`config.mk`:
```
export PLATFORM = sky130hd
export DESIGN_NAME = apb_to_ahb
export DESIGN_NICKNAME = d
export VERILOG_FILES = /design/src/rtl/apb_to_ahb.sv
export SDC_FILE = /design/constraint.sdc
export NUM_CORES = 1
export LEC_CHECK = 0
export BUFFER_PORTS_ARGS = -buffer_cell sky130_fd_sc_hd__buf_2
export CAP_MARGIN = 20
export CORE_UTILIZATION = 35
export DETAILED_ROUTE_END_ITERATION = 10
export GPL_TIMING_DRIVEN = 0
export PLACE_DENSITY = 0.76
export SYNTH_ARGS = -nofsm -noshare
export SYNTH_HDL_FRONTEND = slang
export SYNTH_SLANG_ARGS = --single-unit
```
`constraint.sdc`:
```
create_clock -name HCLK -period 1.95 [get_ports HCLK]
set_input_delay 0.39 -clock HCLK [delete_from_list [all_inputs] [get_ports HCLK]]
set_output_delay 0.39 -clock HCLK [all_outputs]
set_load 0.02 [all_outputs]
```
`src/rtl/apb_to_ahb.sv`:
```
// APB completer that forwards each access as a single AHB-Lite transfer.
// One transfer in flight at most; write strobes select the AHB size and byte offset.
module apb_to_ahb #(
    parameter int          ADDRWIDTH = 16,
    parameter logic [31:0] BASE_ADDR = 32'h4000_0000
) (
    input  logic                 HCLK,
    input  logic                 HRESETn,
    input  logic                 PSEL,
    input  logic                 PENABLE,
    input  logic                 PWRITE,
    input  logic [ADDRWIDTH-1:0] PADDR,
    input  logic [31:0]          PWDATA,
    input  logic [3:0]           PSTRB,
    input  logic [2:0]           PPROT,
    output logic [31:0]          PRDATA,
    output logic                 PREADY,
    output logic                 PSLVERR,
    output logic [31:0]          HADDR,
    output logic [1:0]           HTRANS,
    output logic                 HWRITE,
    output logic [2:0]           HSIZE,
    output logic [2:0]           HBURST,
    output logic [3:0]           HPROT,
    output logic                 HMASTLOCK,
    output logic [31:0]          HWDATA,
    input  logic [31:0]          HRDATA,
    input  logic                 HREADY,
    input  logic                 HRESP,
    output logic                 BUSY
);

    typedef enum logic [1:0] {
        ST_IDLE = 2'b00,
        ST_ADDR = 2'b01,
        ST_DATA = 2'b10,
        ST_RESP = 2'b11
    } state_t;

    // Returns {legal, hsize[2:0], lo2[1:0]} for a write strobe pattern.
    function automatic logic [5:0] decode_strb(input logic [3:0] strb);
        logic [5:0] res;
        case (strb)
            4'b1111: res = {1'b1, 3'b010, 2'b00};
            4'b0011: res = {1'b1, 3'b001, 2'b00};
            4'b1100: res = {1'b1, 3'b001, 2'b10};
            4'b0001: res = {1'b1, 3'b000, 2'b00};
            4'b0010: res = {1'b1, 3'b000, 2'b01};
            4'b0100: res = {1'b1, 3'b000, 2'b10};
            4'b1000: res = {1'b1, 3'b000, 2'b11};
            default: res = {1'b0, 3'b000, 2'b00};
        endcase
        return res;
    endfunction

    state_t      state_q, state_d;
    logic [31:0] haddr_q, haddr_d;
    logic        hwrite_q, hwrite_d;
    logic [2:0]  hsize_q, hsize_d;
    logic [3:0]  hprot_q, hprot_d;
    logic [31:0] hwdata_q, hwdata_d;
    logic [31:0] rdata_q, rdata_d;
    logic        err_q, err_d;

    logic        setup_s;
    logic [5:0]  strb_dec_s;
    logic        strb_ok_s;
    logic        unused_s;

    assign setup_s    = PSEL & ~PENABLE;
    assign strb_dec_s = decode_strb(PSTRB);
    assign strb_ok_s  = ~PWRITE | strb_dec_s[5];
    assign unused_s   = ^{PADDR[1:0], PPROT[1]};

    // State register.
    always_ff @(posedge HCLK or negedge HRESETn) begin
        if (!HRESETn) begin
            state_q <= ST_IDLE;
        end else begin
            state_q <= state_d;
        end
    end

    // Next-state logic; an illegal write strobe skips the AHB side entirely.
    always_comb begin
        state_d = state_q;
        case (state_q)
            ST_IDLE: begin
                if (setup_s) begin
                    state_d = strb_ok_s ? ST_ADDR : ST_RESP;
                end else begin
                    state_d = ST_IDLE;
                end
            end
            ST_ADDR: state_d = HREADY ? ST_DATA : ST_ADDR;
            ST_DATA: state_d = HREADY ? ST_RESP : ST_DATA;
            ST_RESP: state_d = ST_IDLE;
            default: state_d = ST_IDLE;
        endcase
    end

    // Output decode from the registered state and captured transfer.
    always_comb begin
        HTRANS  = (state_q == ST_ADDR) ? 2'b10 : 2'b00;
        PREADY  = (state_q == ST_RESP);
        PSLVERR = (state_q == ST_RESP) & err_q;
        if ((state_q == ST_RESP) && !err_q && !hwrite_q) begin
            PRDATA = rdata_q;
        end else begin
            PRDATA = 32'h0000_0000;
        end
        BUSY = (state_q != ST_IDLE);
    end

    assign HADDR     = haddr_q;
    assign HWRITE    = hwrite_q;
    assign HSIZE     = hsize_q;
    assign HPROT     = hprot_q;
    assign HWDATA    = hwdata_q;
    assign HBURST    = 3'b000;
    assign HMASTLOCK = 1'b0;

    // Transfer capture at setup and response capture at the end of the data phase.
    always_comb begin
        haddr_d  = haddr_q;
        hwrite_d = hwrite_q;
        hsize_d  = hsize_q;
        hprot_d  = hprot_q;
        hwdata_d = hwdata_q;
        rdata_d  = rdata_q;
        err_d    = err_q;
        if ((state_q == ST_IDLE) && setup_s) begin
            hwrite_d = PWRITE;
            hprot_d  = {2'b00, PPROT[0], ~PPROT[2]};
            hwdata_d = PWDATA;
            err_d    = ~strb_ok_s;
            if (PWRITE) begin
                hsize_d = strb_dec_s[4:2];
                haddr_d = {BASE_ADDR[31:ADDRWIDTH], PADDR[ADDRWIDTH-1:2], strb_dec_s[1:0]};
            end else begin
                hsize_d = 3'b010;
                haddr_d = {BASE_ADDR[31:ADDRWIDTH], PADDR[ADDRWIDTH-1:2], 2'b00};
            end
        end else if ((state_q == ST_DATA) && HREADY) begin
            err_d = HRESP;
            if (!hwrite_q) begin
                rdata_d = HRDATA;
            end else begin
                rdata_d = rdata_q;
            end
        end else begin
            err_d = err_q;
        end
    end

    // Datapath registers.
    always_ff @(posedge HCLK or negedge HRESETn) begin
        if (!HRESETn) begin
            haddr_q  <= 32'h0000_0000;
            hwrite_q <= 1'b0;
            hsize_q  <= 3'b000;
            hprot_q  <= 4'b0000;
            hwdata_q <= 32'h0000_0000;
            rdata_q  <= 32'h0000_0000;
            err_q    <= 1'b0;
        end else begin
            haddr_q  <= haddr_d;
            hwrite_q <= hwrite_d;
            hsize_q  <= hsize_d;
            hprot_q  <= hprot_d;
            hwdata_q <= hwdata_d;
            rdata_q  <= rdata_d;
            err_q    <= err_d;
        end
    end

endmodule

```
==> results.ini, run 1 <==
[floorplanning]
rows=37
fp.dieH_microns=107
start_util=0.367
core_area_sq_mm=0.0105
io_pins=207
die_area_sq_mm=0.0115
die_w_microns=107

[run]
drv_cap=0

[detailed_routing]
wl_met2_microns=5040
post_drt_via_cell_ratio=4.43
drt_wl_total_microns=9650
wl_per_cell_microns=13.1
ant_nets=0
first_pass_iters=3
dr.max_layer_used=met4
wl_met3_microns=641
drtIter0Drc=93
via_count=3275
drt-met1-wl_microns=3800
drc=0

[yosys]
yosysSeqAreaShare=0.577
avgSynthCellArea_sq_um=10.3
netlist_top_cells_count=149 x nand2_1, 89 x dfrtp_1, 33 x and2_1, 30 x mux2_2, 26 x buf_4
synth_flop_cell=dfrtp_1
ys_warn_count=0
synthCells=376
synthMostInstantiatedCell=nand2_1
synth_area_sq_mm=0.00386
yosys.area.top_type=dfrtp_1
async_reset_ff_frac=1.00
synth_cell_type_count=29
ys_ff_latch=89
synth_edf_count=0
yosys-top-cells-area=dfrtp_1 58%, nand2_1 14%, mux2_2 8.8%
yosysTopAreaCellShare=0.577

[layout]
final_nets=692
fillers=926
stdcell_area_sq_mm=0.00563
ff_latch_area_sq_mm=0.00223
multi_input_area_sq_mm=0.00152
final-instance-count-excl-fill=739
drive_gt1_frac=0.506
fin_util=0.536
area_growth_pct=45.9
diodes=0

[sta]
period_needed_ns=1.98
max_freq_mhz=506
setup_ws_ns=-0.0277
setup_viol=29
rsz0062_at_grt=yes
fin_worst_skew_ns=0.00654
slew_viol_final=0
tns_ns=-0.510
min_period_over_period=1.01
finalHoldViolations=0
holdWs_ns=0.227

[power_and_ir_drop]
power_mw=7.73
power.density_mw_per_mm2=1370
seqPwrFrac=0.412
irDropWorstVdd_mv=0.644
p_leak_nw=3.11
comb_power_share=0.428
swShare=0.381
switching_power_mw=2.94
p_int_mw=4.79
p_clk_frac=0.160

[cts]
cts.reportedPaths.clkPinSlew_ns=0.08
clk_latency_ns=0.35
clock_sinks=89
cts_made_buffers=9
h-tree-depth=3
cts_buffer_depth=2
tritoncts=yes
cts-root-buf=clkbuf_8

[setup_path]
cp.depth=6
cpPeakStageDelay_ns=0.39
crit_buf_inv=3
crit_type=reg2out
crit_path_top_delay_cell=dfrtp_1
rrSetupSlack_ns=0.10
startpoint_type=flip-flop
worstPathRequired_ns=1.56
crit_path_max_fanout=5
cp-endpoint=PRDATA[29]
crit_start=state_q[0]
worstReg2RegEnd=rdata_q[4]
critPathArrivalTime_ns=1.59
worst_setup_path_end_kind=output port
path_delay_family=simple AND/OR/NAND/NOR gates
path_cells=and2_4 -> nor3b_4 -> buf_6 -> clkbuf_8 -> and2_4 -> buf_6
ff2ff_path_depth=7
r2r_start=state_q[0]

[global_route]
grt_use_total=0.167
grt_start_max_net_pins=58
antenna_found_initial=0
grt_pass1_wl_microns=14900
grt_pass1_vias=3255
overflow=0

[placed_design]
dp_slack_ns=-0.281
place_inst=715
gp_congestion=0.722
dp_hpwl_microns=7120
dpl_cell_area_sq_mm=0.00504
portBuffers=180

[outcome]
status=finished with violations
violations=setup timing

[min_path]
hold_class=in2reg

[layer usage]
metal,global-route usage,vias to the layer above
met3,0.0371,11
met1,0.188,1553
met2,0.298,132
met4,0.0783,0
li1,-,1579
met5,0,-
[power by group through the flow]
stage               clock network [mW]  registers [mW]  logic (mW)
floorplan                            0            3.72        1.39
global placement                     0            3.13        2.94
detailed placement                   0            3.18        3.05
CTS                               1.29            3.15        3.15
global route                      1.37            3.29        3.59
finish                            1.24            3.18        3.31
[what timing repair did]
action                     CTS  global route
setup buffers                5             4
hold buffers                 1             0
hold endpoints to repair    32             0
setup endpoints to repair   32            33
gates resized for setup     14            97
pin swaps                    1             1
cloned                       1             0
[layout by cell type (no fill, tap or decap), types with 3 or more instances in the layout]
| cell | instances |
|---|---|
| and2_4 | 28 |
| buf_2 | 153 |
| clkbuf_1 | 3 |
| mux2_2 | 30 |
| buf_4 | 32 |
| nor2_1 | 4 |
| buf_6 | 38 |
| nand2_1 | 149 |
| dfrtp_1 | 88 |
| and2_1 | 5 |
| clkbuf_8 | 12 |
| conb_1 | 23 |
| o21ai_0 | 4 |
[worst min-delay path by stage]
stage | start | to | slack, ns | depth (start not counted)
after floorplan | HRESETn | HADDR[0] | 0.09 | 0
after global placement | HADDR[30] | HADDR[30] | 0.45 | 1
after detailed placement | HRESETn | rdata_q[17] | 0.37 | 1
after CTS | PWDATA[25] | HWDATA[25] | 0.20 | 3
after global routing | PWDATA[16] | HWDATA[16] | 0.22 | 3
final | PWDATA[25] | HWDATA[25] | 0.23 | 3
[worst min-delay path, delay by kind of cell]
family / cells / cell delay, ns
AND/OR/NAND/NOR: 2 / 0.08
buffers and inverters: 1 / 0.07
[flip-flops by register name, summed over array words and instances (netlist names)]
| name | flops |
|---|---|
| HADDR | 17 |
| rdata_q | 32 |
| HPROT | 2 |
| HWDATA | 32 |
| HWRITE | 1 |
| err_q | 1 |
| HSIZE | 2 |
| state_q | 2 |
[layout make-up]
type / count / area share
buffer: 40 / 0.0578
clock buffer: 13 / 0.0264
tap: 136 / 0.0302
timing repair buffer: 189 / 0.214
clock inverter: 3 / 0.00711
multi-input combinational: 269 / 0.269
sequential: 89 / 0.396
[cell families (layout without fill, tap and decap cells)]
| logic type | after synthesis | after routing | synth area share |
|---|---|---|---|
| multiplexers | 34 | 34 | 0.0985 |
| buffers and inverters | 40 | 245 | 0.0759 |
| XOR/XNOR | 1 | 1 | 0.00227 |
| other | 1 | 23 | 0.000972 |
| AND/OR/NAND/NOR | 202 | 202 | 0.231 |
| flip-flops | 89 | 89 | 0.577 |
| AO/OA/AOI/OAI | 9 | 9 | 0.0139 |
Note: power is estimated with default switching activity, not from simulation.
==> inputs of run 2 (changes only) <==
CAP_MARGIN = default   (was 20)
RECOVER_POWER = 50   (was default)
TNS_END_PERCENT = 1   (was default)
==> results.ini, run 2 (synthesis gave the netlist of run 1 again) <==
[cts]
cts-root-buf=clkbuf_8  ; unchanged
cts_made_buffers=9  ; unchanged
tritoncts=yes  ; unchanged
h-tree-depth=3  ; unchanged
clk_latency_ns=0.35  ; about the same
cts_buffer_depth=2  ; unchanged
clock_sinks=89  ; unchanged
cts.reportedPaths.clkPinSlew_ns=0.08  ; about the same

[detailed_routing]
drt_wl_total_microns=9480  ; was 9650 microns
drtIter0Drc=110  ; was 93
ant_nets=0  ; unchanged
first_pass_iters=4  ; was 3
via_count=3277  ; was 3275
drc=0  ; unchanged
wl_per_cell_microns=12.8  ; was 13.1 microns
post_drt_via_cell_ratio=4.43  ; about the same

[placed_design]
portBuffers=180  ; unchanged
dpl_cell_area_sq_mm=0.00504  ; unchanged
gp_congestion=0.722  ; unchanged
dp_hpwl_microns=7120  ; unchanged
dp_slack_ns=-0.281  ; unchanged
place_inst=715  ; unchanged

[sta]
period_needed_ns=2.01  ; was 1.98 ns
min_period_over_period=1.03  ; was 1.01
rsz0062_at_grt=yes  ; unchanged
slew_headroom=0.450
tns_ns=-0.879  ; was -0.510 ns
finalHoldViolations=0  ; unchanged
max_freq_mhz=498  ; was 506 MHz
holdWs_ns=0.227  ; about the same
fin_worst_skew_ns=0.00612  ; was 0.00654 ns
setup_viol=29  ; unchanged
slew_viol_final=0  ; unchanged
setup_ws_ns=-0.0597  ; was -0.0277 ns
tightest_slew_ns=0.824

[layout]
multi_input_area_sq_mm=0.00148  ; was 0.00152 sq mm
area_growth_pct=43.0  ; was 45.9%
fin_util=0.525  ; was 0.536
drive_gt1_frac=0.461  ; was 0.506
mostFrequentLayoutCell=nand2_1  ; was buf_2
diodes=0  ; unchanged
ff_latch_area_sq_mm=0.00223  ; unchanged
final-instance-count-excl-fill=739  ; unchanged
final_nets=692  ; unchanged
stdcell_area_sq_mm=0.00552  ; was 0.00563 sq mm
final_cell_mix=149 x nand2_1, 145 x buf_2, 88 x dfrtp_1  ; was 153 x buf_2, 149 x nand2_1, 88 x dfrtp_1
fillers=944  ; was 926

[setup_path]
crit_path_max_fanout=5  ; unchanged
worst_setup_path_end_kind=output port  ; unchanged
startpoint_type=flip-flop  ; unchanged
crit_type=reg2out  ; unchanged
worstPathRequired_ns=1.56  ; about the same
critPathArrivalTime_ns=1.62  ; was 1.59 ns

[outcome]
violations=setup timing  ; unchanged
status=finished with violations  ; unchanged

[global_route]
grt_start_max_net_pins=58  ; unchanged
overflow=0  ; unchanged
grt_pass1_wl_microns=14900  ; unchanged
grt_pass1_vias=3255  ; unchanged
grt_use_total=0.167  ; unchanged
antenna_found_initial=0  ; unchanged

[power_and_ir_drop]
p_leak_nw=3.04  ; was 3.11 nW
seqPwrFrac=0.416  ; was 0.412
comb_power_share=0.421  ; was 0.428
power.density_mw_per_mm2=1380  ; was 1370 mW/mm^2
p_int_mw=4.70  ; was 4.79 mW
swShare=0.382  ; was 0.381
power_mw=7.61  ; was 7.73 mW
p_clk_frac=0.163  ; was 0.160
switching_power_mw=2.91  ; was 2.94 mW
irDropWorstVdd_mv=0.643  ; was 0.644 mV

[run]
drv_cap=0  ; unchanged

[floorplanning]
start_util=0.367  ; unchanged
die_w_microns=107  ; unchanged
fp.dieH_microns=107  ; unchanged
core_area_sq_mm=0.0105  ; unchanged
die_area_sq_mm=0.0115  ; unchanged
rows=37  ; unchanged
io_pins=207  ; unchanged

[min_path]
hold_class=in2reg  ; unchanged

## run 2: cell types whose count changed in the layout (fill, tap and decap cells not counted), moves of 5 or more
| cell | delta |
|---|---|
| buf_6 | -5 |
| and2_4 | -13 |
| buf_2 | -8 |
| clkbuf_1 | +14 |
| and2_1 | +13 |
## run 2: metal layers
layer | vias up | wire length, microns | GRT usage
li1 | 1578 | - | -
met1 | 1552 | 3770 | 0.188
met2 | 136 | 4890 | 0.298
met3 | 11 | 645 | 0.0371
met4 | 0 | 167 | 0.0783
met5 | - | 0 | 0
## run 2: final timing paths
kind | startpoint | to | slack (ns) | cells past startpoint
setup / recovery | state_q[0] | PRDATA[27] | -0.06 | 6
hold / removal | PWDATA[25] | HWDATA[25] | 0.23 | 3
setup reg to reg | state_q[0] | rdata_q[4] | 0.03 | 7
hold reg to reg | HWDATA[12] | HWDATA[12] | 0.48 | 2
max in group asynchronous | HRESETn | HWRITE | 0.25 | 3
min in group asynchronous | HRESETn | rdata_q[17] | 0.70 | 2
## run 2: repair_timing
action | in CTS | in global routing
cloned | 1 | 0
pin swaps | 1 | 7
hold buffers | 1 | 0
endpoints found under the setup margin | 32 | 33
buffers inserted | 5 | 4
hold endpoints to repair | 32 | 0
resized for setup | 14 | 70
## run 2: area by class of cell
cell class                      count  share of cell area
Buffer                             40              0.0587
Clock buffer                       13              0.0270
Clock inverter                      3             0.00725
Multi-Input combinational cell    269               0.268
Sequential cell                    89               0.404
Tap cell                          136              0.0308
Timing Repair Buffer              189               0.205
## run 2: power by group through the flow
stage	clock [mW]	sequential (mW)	combinational (mW)
after global routing	1.37	3.28	3.49
after detailed placement	0	3.18	3.05
after global placement	0	3.13	2.94
after floorplan	0	3.72	1.39
after CTS	1.29	3.15	3.15
final	1.24	3.17	3.20
## run 2: worst max-delay path, cell delays in order, from the launching register on
cell and delay (ns):
dfrtp_1 0.39, and2_4 0.16, nor3b_4 0.14, buf_6 0.13
clkbuf_8 0.14, and2_1 0.16, buf_2 0.16
==> inputs of run 3 (changes only) <==
clock period = 1.86 ns   (was 1.95 ns; I/O delays follow)
==> results.ini, run 3 (synthesis gave the netlist of run 1 again) <==
[outcome]
status=finished with violations  ; unchanged
violations=setup timing  ; unchanged

[sta]
rsz0062_at_grt=yes  ; unchanged
min_period_over_period=1.07
tns_ns=-5.21  ; was -0.879 ns
max_freq_mhz=500
slew_headroom=0.450  ; about the same
setup_ws_ns=-0.139  ; was -0.0597 ns
setup_viol=62  ; was 29
finalHoldViolations=0  ; unchanged
tightest_slew_ns=0.825  ; was 0.824 ns
fin_worst_skew_ns=0.00635  ; was 0.00612 ns
period_needed_ns=2.00
slew_viol_final=0  ; unchanged

[global_route]
grt.busiest_layer=met2  ; unchanged
grt_pass1_vias=3255  ; unchanged
gr-usage-met1=0.188  ; about the same
grt_start_max_net_pins=58  ; unchanged
grt_pass1_wl_microns=14900  ; about the same
overflow=0  ; unchanged
met3_usage=0.0371  ; unchanged
grt_use_total=0.167  ; about the same
grtUsageMet2=0.298  ; about the same
antenna_found_initial=0  ; unchanged

[setup_path]
crit_path_max_fanout=10  ; was 5
critPathArrivalTime_ns=1.63  ; was 1.62 ns
crit_type=reg2out  ; unchanged
worstPathRequired_ns=1.49  ; was 1.56 ns
worst_setup_path_end_kind=output port  ; unchanged
startpoint_type=flip-flop  ; unchanged

[detailed_routing]
first_pass_iters=3  ; was 4
drtIter0Drc=116  ; was 110
ant_nets=0  ; unchanged
drc=0  ; unchanged
post_drt_via_cell_ratio=4.43  ; unchanged
wl_per_cell_microns=13.0  ; was 12.8 microns
drt_wl_total_microns=9600  ; was 9480 microns
via_count=3277  ; unchanged

[run]
drv_cap=0  ; unchanged

[placed_design]
portBuffers=180  ; unchanged
dp_hpwl_microns=7120  ; unchanged
gp_congestion=0.722  ; unchanged
place_inst=715  ; unchanged

[floorplanning]
die_w_microns=107  ; unchanged
core_area_sq_mm=0.0105  ; unchanged
die_area_sq_mm=0.0115  ; unchanged
io_pins=207  ; unchanged
rows=37  ; unchanged
start_util=0.367  ; unchanged
fp.dieH_microns=107  ; unchanged

[min_path]
hold_class=in2reg  ; unchanged

[power_and_ir_drop]
p_leak_nw=3.09  ; was 3.04 nW
power_mw=8.04  ; was 7.61 mW
power.density_mw_per_mm2=1450  ; was 1380 mW/mm^2
irDropWorstVdd_mv=0.675  ; was 0.643 mV

[cts]
cts-root-buf=clkbuf_8  ; unchanged
cts_buffer_depth=2  ; unchanged
tritoncts=yes  ; unchanged
clk_latency_ns=0.35  ; about the same
clock_sinks=89  ; unchanged
h-tree-depth=3  ; unchanged
cts.reportedPaths.clkPinSlew_ns=0.08  ; about the same
cts_made_buffers=9  ; unchanged

[layout]
mostFrequentLayoutCell=buf_2  ; was nand2_1
area_growth_pct=43.8  ; was 43.0%
diodes=0  ; unchanged
final_nets=692  ; unchanged
fillers=945  ; was 944
drive_gt1_frac=0.489  ; was 0.461
final_cell_mix=154 x buf_2, 149 x nand2_1, 88 x dfrtp_1  ; was 149 x nand2_1, 145 x buf_2, 88 x dfrtp_1
final-instance-count-excl-fill=739  ; unchanged

## run 3: layout make-up
cell class	instances	area [sq um]	area share
Clock inverter	3	40.0	0.00721
Buffer	40	328	0.0590
Multi-Input combinational cell	269	1490	0.268
Clock buffer	13	149	0.0268
Tap cell	136	170	0.0307
Timing Repair Buffer	189	1150	0.207
Sequential cell	89	2230	0.401
## run 3: metrics by stage
step / util / worst slack (ns) / area [sq um] / hold WS (ns)
after floorplan: - / 0.0315 / 3940 / 0.0764
after detailed placement: 0.480 / -0.353 / 5040 / 0.349
final: 0.528 / -0.139 / 5550 / 0.210
after global routing: 0.528 / -0.201 / 5550 / 0.197
after global placement: 0.477 / -0.335 / 5010 / 0.450
after CTS: 0.508 / -0.175 / 5340 / 0.183
## run 3: what timing repair did
action / in CTS / in global routing
pin swaps: 1 / 0
gates cloned: 1 / 0
hold buffers: 1 / 0
resized for setup: 15 / 76
setup buffers: 5 / 2
setup endpoints to repair: 32 / 62
endpoints found under the hold margin: 32 / 0
## run 3: critical path, cell delays in order (launching register included)
cell and delay (ns):
dfrtp_1 0.39, and2_4 0.16, nor3b_4 0.14, buf_6 0.13
clkbuf_8 0.15, and2_1 0.16, buf_4 0.15
## run 3: layer usage
metal / part of all wire / wire [microns] / up-vias
met4: 0.017 / 167 / 0
met5: 0 / 0 / -
met1: 0.40 / 3810 / 1553
li1: - / - / 1581
met3: 0.066 / 629 / 11
met2: 0.52 / 4990 / 132
## run 3: report_power, final
part | total [mW] | leakage (nW) | internal (mW) | switching (mW)
Combinational | 3.42 | 1.90 | 1.49 | 1.94
Sequential | 3.32 | 1.09 | 2.84 | 0.478
Clock | 1.30 | 0.0974 | 0.656 | 0.639
Total | 8.04 | 3.09 | 4.99 | 3.05
## run 3: path summary, 6_finish.rpt
check / cells past startpoint / slack [ns] / from / end
max: 6 / -0.14 / state_q[0] / PRDATA[8]
min in group asynchronous: 2 / 0.67 / HRESETn / rdata_q[17]
min reg2reg: 2 / 0.47 / HWDATA[12] / HWDATA[12]
max reg2reg: 7 / -0.07 / state_q[0] / rdata_q[4]
min: 3 / 0.21 / PWDATA[25] / HWDATA[25]
max in group asynchronous: 3 / 0.19 / HRESETn / HWRITE
